$ cat src/rtl/obstacle_alert_encoder.sv
// N-channel obstacle alert: sync, debounce, hold stretch, priority/multi
// speaker select with optional beep gating and encoded winner report.
module obstacle_alert_encoder #(
  parameter int NUM_CH    = 3,
  parameter int DEBOUNCE  = 4,
  parameter int HOLD      = 8,
  parameter int BEEP_HALF = 16,
  localparam int ID_W     = $clog2(NUM_CH + 1)
) (
  input  logic              clk,
  input  logic              rst_n,
  input  logic              ena,
  input  logic [NUM_CH-1:0] sensor_in,
  input  logic              mode,
  input  logic              beep_en,
  output logic [NUM_CH-1:0] speaker_out,
  output logic [ID_W-1:0]   active_id,
  output logic              alert
);

  localparam int DB_W = (DEBOUNCE > 1) ? $clog2(DEBOUNCE) : 1;
  localparam int HD_W = (HOLD > 0) ? $clog2(HOLD + 1) : 1;
  localparam int BC_W = (BEEP_HALF > 1) ? $clog2(BEEP_HALF) : 1;

  localparam logic [DB_W-1:0] DB_LAST = DB_W'(DEBOUNCE - 1);
  localparam logic [HD_W-1:0] HD_LOAD = HD_W'(HOLD);
  localparam logic [BC_W-1:0] BC_LAST = BC_W'(BEEP_HALF - 1);

  logic [NUM_CH-1:0] sy1_q, sy1_d;
  logic [NUM_CH-1:0] sy2_q, sy2_d;
  logic [NUM_CH-1:0] det_q, det_d;

  logic [NUM_CH-1:0][DB_W-1:0] db_q, db_d;
  logic [NUM_CH-1:0][HD_W-1:0] hold_q, hold_d;

  logic [BC_W-1:0] bc_q, bc_d;
  logic            ph_q, ph_d;

  logic [NUM_CH-1:0] spk_q, spk_d;
  logic [ID_W-1:0]   id_q, id_d;
  logic              alert_q, alert_d;

  logic [NUM_CH-1:0] req;
  logic [NUM_CH-1:0] win_oh;
  logic [NUM_CH-1:0] sel;
  logic [ID_W-1:0]   win_id;
  logic              any_req;

  always_comb begin
    for (int c = 0; c < NUM_CH; c++) begin
      req[c] = det_q[c] | (hold_q[c] != '0);
    end
    any_req = |req;
  end

  // Descending scan so the lowest requesting index wins.
  always_comb begin
    win_id = '0;
    win_oh = '0;
    for (int c = NUM_CH - 1; c >= 0; c--) begin
      if (req[c]) begin
        win_id    = ID_W'(c + 1);
        win_oh    = '0;
        win_oh[c] = 1'b1;
      end
    end
    sel = mode ? req : win_oh;
  end

  always_comb begin
    sy1_d   = sy1_q;
    sy2_d   = sy2_q;
    det_d   = det_q;
    db_d    = db_q;
    hold_d  = hold_q;
    bc_d    = bc_q;
    ph_d    = ph_q;
    spk_d   = '0;
    id_d    = '0;
    alert_d = 1'b0;
    if (ena) begin
      sy1_d = sensor_in;
      sy2_d = sy1_q;
      for (int c = 0; c < NUM_CH; c++) begin
        if (sy2_q[c] == det_q[c]) begin
          db_d[c] = '0;
        end else if (db_q[c] == DB_LAST) begin
          det_d[c] = sy2_q[c];
          db_d[c]  = '0;
        end else begin
          db_d[c] = db_q[c] + DB_W'(1);
        end
        if (det_q[c]) begin
          hold_d[c] = HD_LOAD;
        end else if (hold_q[c] != '0) begin
          hold_d[c] = hold_q[c] - HD_W'(1);
        end
      end
      if (!any_req) begin
        bc_d = '0;
        ph_d = 1'b1;
      end else if (bc_q == BC_LAST) begin
        bc_d = '0;
        ph_d = ~ph_q;
      end else begin
        bc_d = bc_q + BC_W'(1);
      end
      spk_d   = sel & {NUM_CH{ph_q | ~beep_en}};
      id_d    = win_id;
      alert_d = any_req;
    end
  end

  always_ff @(posedge clk) begin
    if (!rst_n) begin
      sy1_q   <= '0;
      sy2_q   <= '0;
      det_q   <= '0;
      db_q    <= '0;
      hold_q  <= '0;
      bc_q    <= '0;
      ph_q    <= 1'b1;
      spk_q   <= '0;
      id_q    <= '0;
      alert_q <= 1'b0;
    end else begin
      sy1_q   <= sy1_d;
      sy2_q   <= sy2_d;
      det_q   <= det_d;
      db_q    <= db_d;
      hold_q  <= hold_d;
      bc_q    <= bc_d;
      ph_q    <= ph_d;
      spk_q   <= spk_d;
      id_q    <= id_d;
      alert_q <= alert_d;
    end
  end

  assign speaker_out = spk_q;
  assign active_id   = id_q;
  assign alert       = alert_q;

endmodule

$ cat config.mk
export PLATFORM = sky130hd
export DESIGN_NAME = obstacle_alert_encoder
export DESIGN_NICKNAME = d
export VERILOG_FILES = /design/src/rtl/obstacle_alert_encoder.sv
export SDC_FILE = /design/constraint.sdc
export NUM_CORES = 1
export LEC_CHECK = 0
export CAP_MARGIN = 5
export CELL_PAD_IN_SITES_DETAIL_PLACEMENT = 0
export CELL_PAD_IN_SITES_GLOBAL_PLACEMENT = 1
export CORE_ASPECT_RATIO = 1.5
export CORE_MARGIN = 2
export CORE_UTILIZATION = 44
export CTS_CLUSTER_DIAMETER = 40
export DETAILED_ROUTE_END_ITERATION = 7
export PLACE_DENSITY = 0.83
export SETUP_SLACK_MARGIN = 0.1
export SLEW_MARGIN = 20
export SYNTH_ARGS = -nofsm -noshare
export SYNTH_HDL_FRONTEND = slang
export SYNTH_SLANG_ARGS = --single-unit
export TNS_END_PERCENT = 10
$ cat constraint.sdc
create_clock -name clk -period 1.8 [get_ports clk]
set_input_delay 0.36 -clock clk [delete_from_list [all_inputs] [get_ports clk]]
set_output_delay 0.36 -clock clk [all_outputs]
set_load 0.05 [all_outputs]
==> metrics.md <==
| Metric | Value |
|---|---|
| #FFs+latches synth | 38 |
| Final instance area | about 2100 µm² |
| P&R area growth vs syn | 20.1% |
| Worst path arrival time | around 1700 ps |
| Initial Util | 0.450 |
| Final Slew Violations | 0 |
| Mean Syn Cell Area | between 9 and 10 µm² |
| Required time of the critical path | about 2000 ps |
| Area contributors post-synth | dfxtp_1, mux2i_1, ha_1, a21oi_1, nand2_1 |
| Path type of the worst setup path | register to register |
| Synth Cell Area | between 1500 and 2000 µm² |
| CTS Buf Count | 5 |
| Hold Buf Count CTS | 0 |
| Core area | 3890 µm² |
| Largest net degree at the start of global routing | 25 |
| Dpl cell area | about 2000 µm² |
| VDD IR max | between 900 and 1000 µV |
| Clock buffer depth | 2 |
| Post-Route WL | around 3300 µm |
| Status | finished clean |
| Fin crit share | 0.855 |
| Yosys warns | 0 |
| Routed via count | roughly 1400 |
| HPWL after DPL | between 2000 and 2500 µm |
| Hold Crit Class | register to register |
| Final #Nets | ~220 |
| Post-synth top cells | dfxtp_1, a21oi_1, nand2_1, nor2_1, mux2i_1 |
| Fillcell total | 356 |
| RSZ-0062 raised after global routing | no |
| Syn Nets | just over 200 |
| 1st-iter DRT viols | 21 |
| First-pass GRT wire length | 5660 µm |
| P per Cell Area | 1400 nW/µm² |
| F_max | 650 MHz |
| Drt via density | ~5.6 |
| Area leader, netlist | dfxtp_1 |
| Post-synth EDFFs | 0 |
| Total GRT Usage | 0.158 |
| IO Count | 14 |
| Minimum clock period | about 1500 ps |
| Setup Viol. Count Final | 0 |
| Internal | roughly 1.9 mW |
| Share of cells above drive strength 1 | 0.114 |
| Die width | 55.5 µm |
| Max-slew headroom | 0.657 |
| Hold slack | around 470 ps |
| Static leakage | 0.943 nW |
| Clock sinks | 38 |
| P_sw | a little over 1 mW |
| Final core utilization | 0.541 |
| Sequential share of the synthesized area | 0.434 |
| Antenna diodes | 0 |
| Max-cap violations | 0 |
| Most common cell in the netlist | dfxtp_1 |
| Clk pin slew, worst setup/hold paths | 80 ps |
| Placed cell count | about 250 |
| Htree depth | 2 |
| Ys async rst share | 0 |
| GP Congestion | 0.838 |
| CP startpoint kind | register |
| Setup TNS | 0 ps |
| Worst-Margin Slew | between 500 and 600 ps |
| Antenna viol nets, final | 0 |
| Critical Path End Type | register |
| Row Count | 28 |
| Vias in the first global route | approximately 1300 |
| DR DRC count | 0 |
| Root Driver | clkbuf_8 |
| IO buf count | 13 |
| Top_reg_cell synth | dfxtp_1 |
| Final Hold Violating Endpoints | 0 |
| Top-area cell type share of the netlist area | 0.434 |
| Die Height | just over 80 µm |
| Flop pwr share | 0.377 |
| R2r setup slk | between 200 and 300 ps |
| GRT Residual Overflow | 0 |
| Switching share of power | 0.349 |
| Synth cell types | 37 |
| DR pass1 iterations | 4 |
| Comb pwr share | 0.385 |
| Non-filler cells, final | about 260 |
| Clock Power Share | 0.237 |
| Skew-Pair Late Insertion Delay | 280 ps |
| Initial antenna violation count | 0 |
| CP max FO | 10 |
| Post-Route Skew | between 5 and 6 ps |
| DR WL/cell | roughly 13 µm |
| Synth Instances | roughly 190 |
| Die area | around 4500 µm² |
| TritonCTS clock tree | built |
[per-layer routing]
metal	vias up	global-route usage	part of all wire
met1	675	0.164	0.43
met3	6	0.0398	0.031
met4	0	0.0659	0.017
met5	-	0	0
met2	22	0.300	0.52
li1	724	-	-
[logic make-up after synthesis]
family | count (synthesis) | share of synthesized area
AO/OA/AOI/OAI | 41 | 0.148
multiplexers | 9 | 0.0514
adder cells (fa/ha/maj) | 7 | 0.0500
AND/OR/NAND/NOR | 70 | 0.238
flip-flops | 38 | 0.434
XOR/XNOR | 6 | 0.0300
buffers and inverters | 20 | 0.0486
[layout by cell type, fill, tap and decap left out, types with 7 or more instances in the layout]
cell type,instances
o21ai_0,8
nor2_1,15
buf_4,8
nand2_1,15
inv_1,8
a21oi_1,17
mux2i_1,9
clkdlybuf4s50_1,7
dfxtp_1,37
[flip-flops by register name, summed over array words and instances (netlist names)]
signal / flops
active_id: 2
alert: 1
bc_q: 4
db_q: 6
det_q: 3
hold_q: 12
ph_q: 1
speaker_out: 3
sy1_q: 3
sy2_q: 3
[worst paths after layout]
kind,start,to,cells after the start
worst min register to register,db_q[1],db_q[1],2
worst max-delay path,hold_q[0],bc_q[1],5
worst max register to register,hold_q[0],bc_q[1],5
worst min-delay path,db_q[1],db_q[1],2
[power groups by stage]
| stage | clock network [mW] | logic [mW] | registers (mW) |
|---|---|---|---|
| floorplan | 0 | 0.686 | 1.24 |
| global placement | 0 | 1.06 | 1.12 |
| detailed placement | 0 | 1.10 | 1.13 |
| CTS | 0.725 | 1.10 | 1.11 |
| global route | 0.753 | 1.28 | 1.14 |
| finish | 0.700 | 1.14 | 1.11 |
[through the flow]
step	setup slack, ps	power [mW]
finish	262	2.95
global route	89.1	3.17
CTS	26.1	2.93
detailed placement	45.8	2.22
global placement	98.3	2.17
floorplan	457	1.92
[cell type report]
type	count	area, µm²	share of cell area
Multi-Input combinational cell	133	922	0.438
Clock buffer	5	68.8	0.0327
Tap cell	45	56.3	0.0268
Timing Repair Buffer	22	221	0.105
Clock inverter	3	40.0	0.0190
Sequential cell	38	762	0.362
Inverter	9	33.8	0.0161
[worst max-delay path, cell delays in order, from the launching register on]
cell and delay [ps]:
dfxtp_2 340, inv_1 60, ha_2 190, nor4b_4 450, and3_4 300, o21ai_0 80
[what timing repair did]
item / 4_1_cts / 5_1_grt
pin swaps: 0 / 1
endpoints found under the setup margin: 6 / 10
gates resized for setup: 1 / 9
setup buffers: 0 / 0
hold endpoints to repair: 0 / 0
No activity file was read; power rests on OpenSTA's default activity.
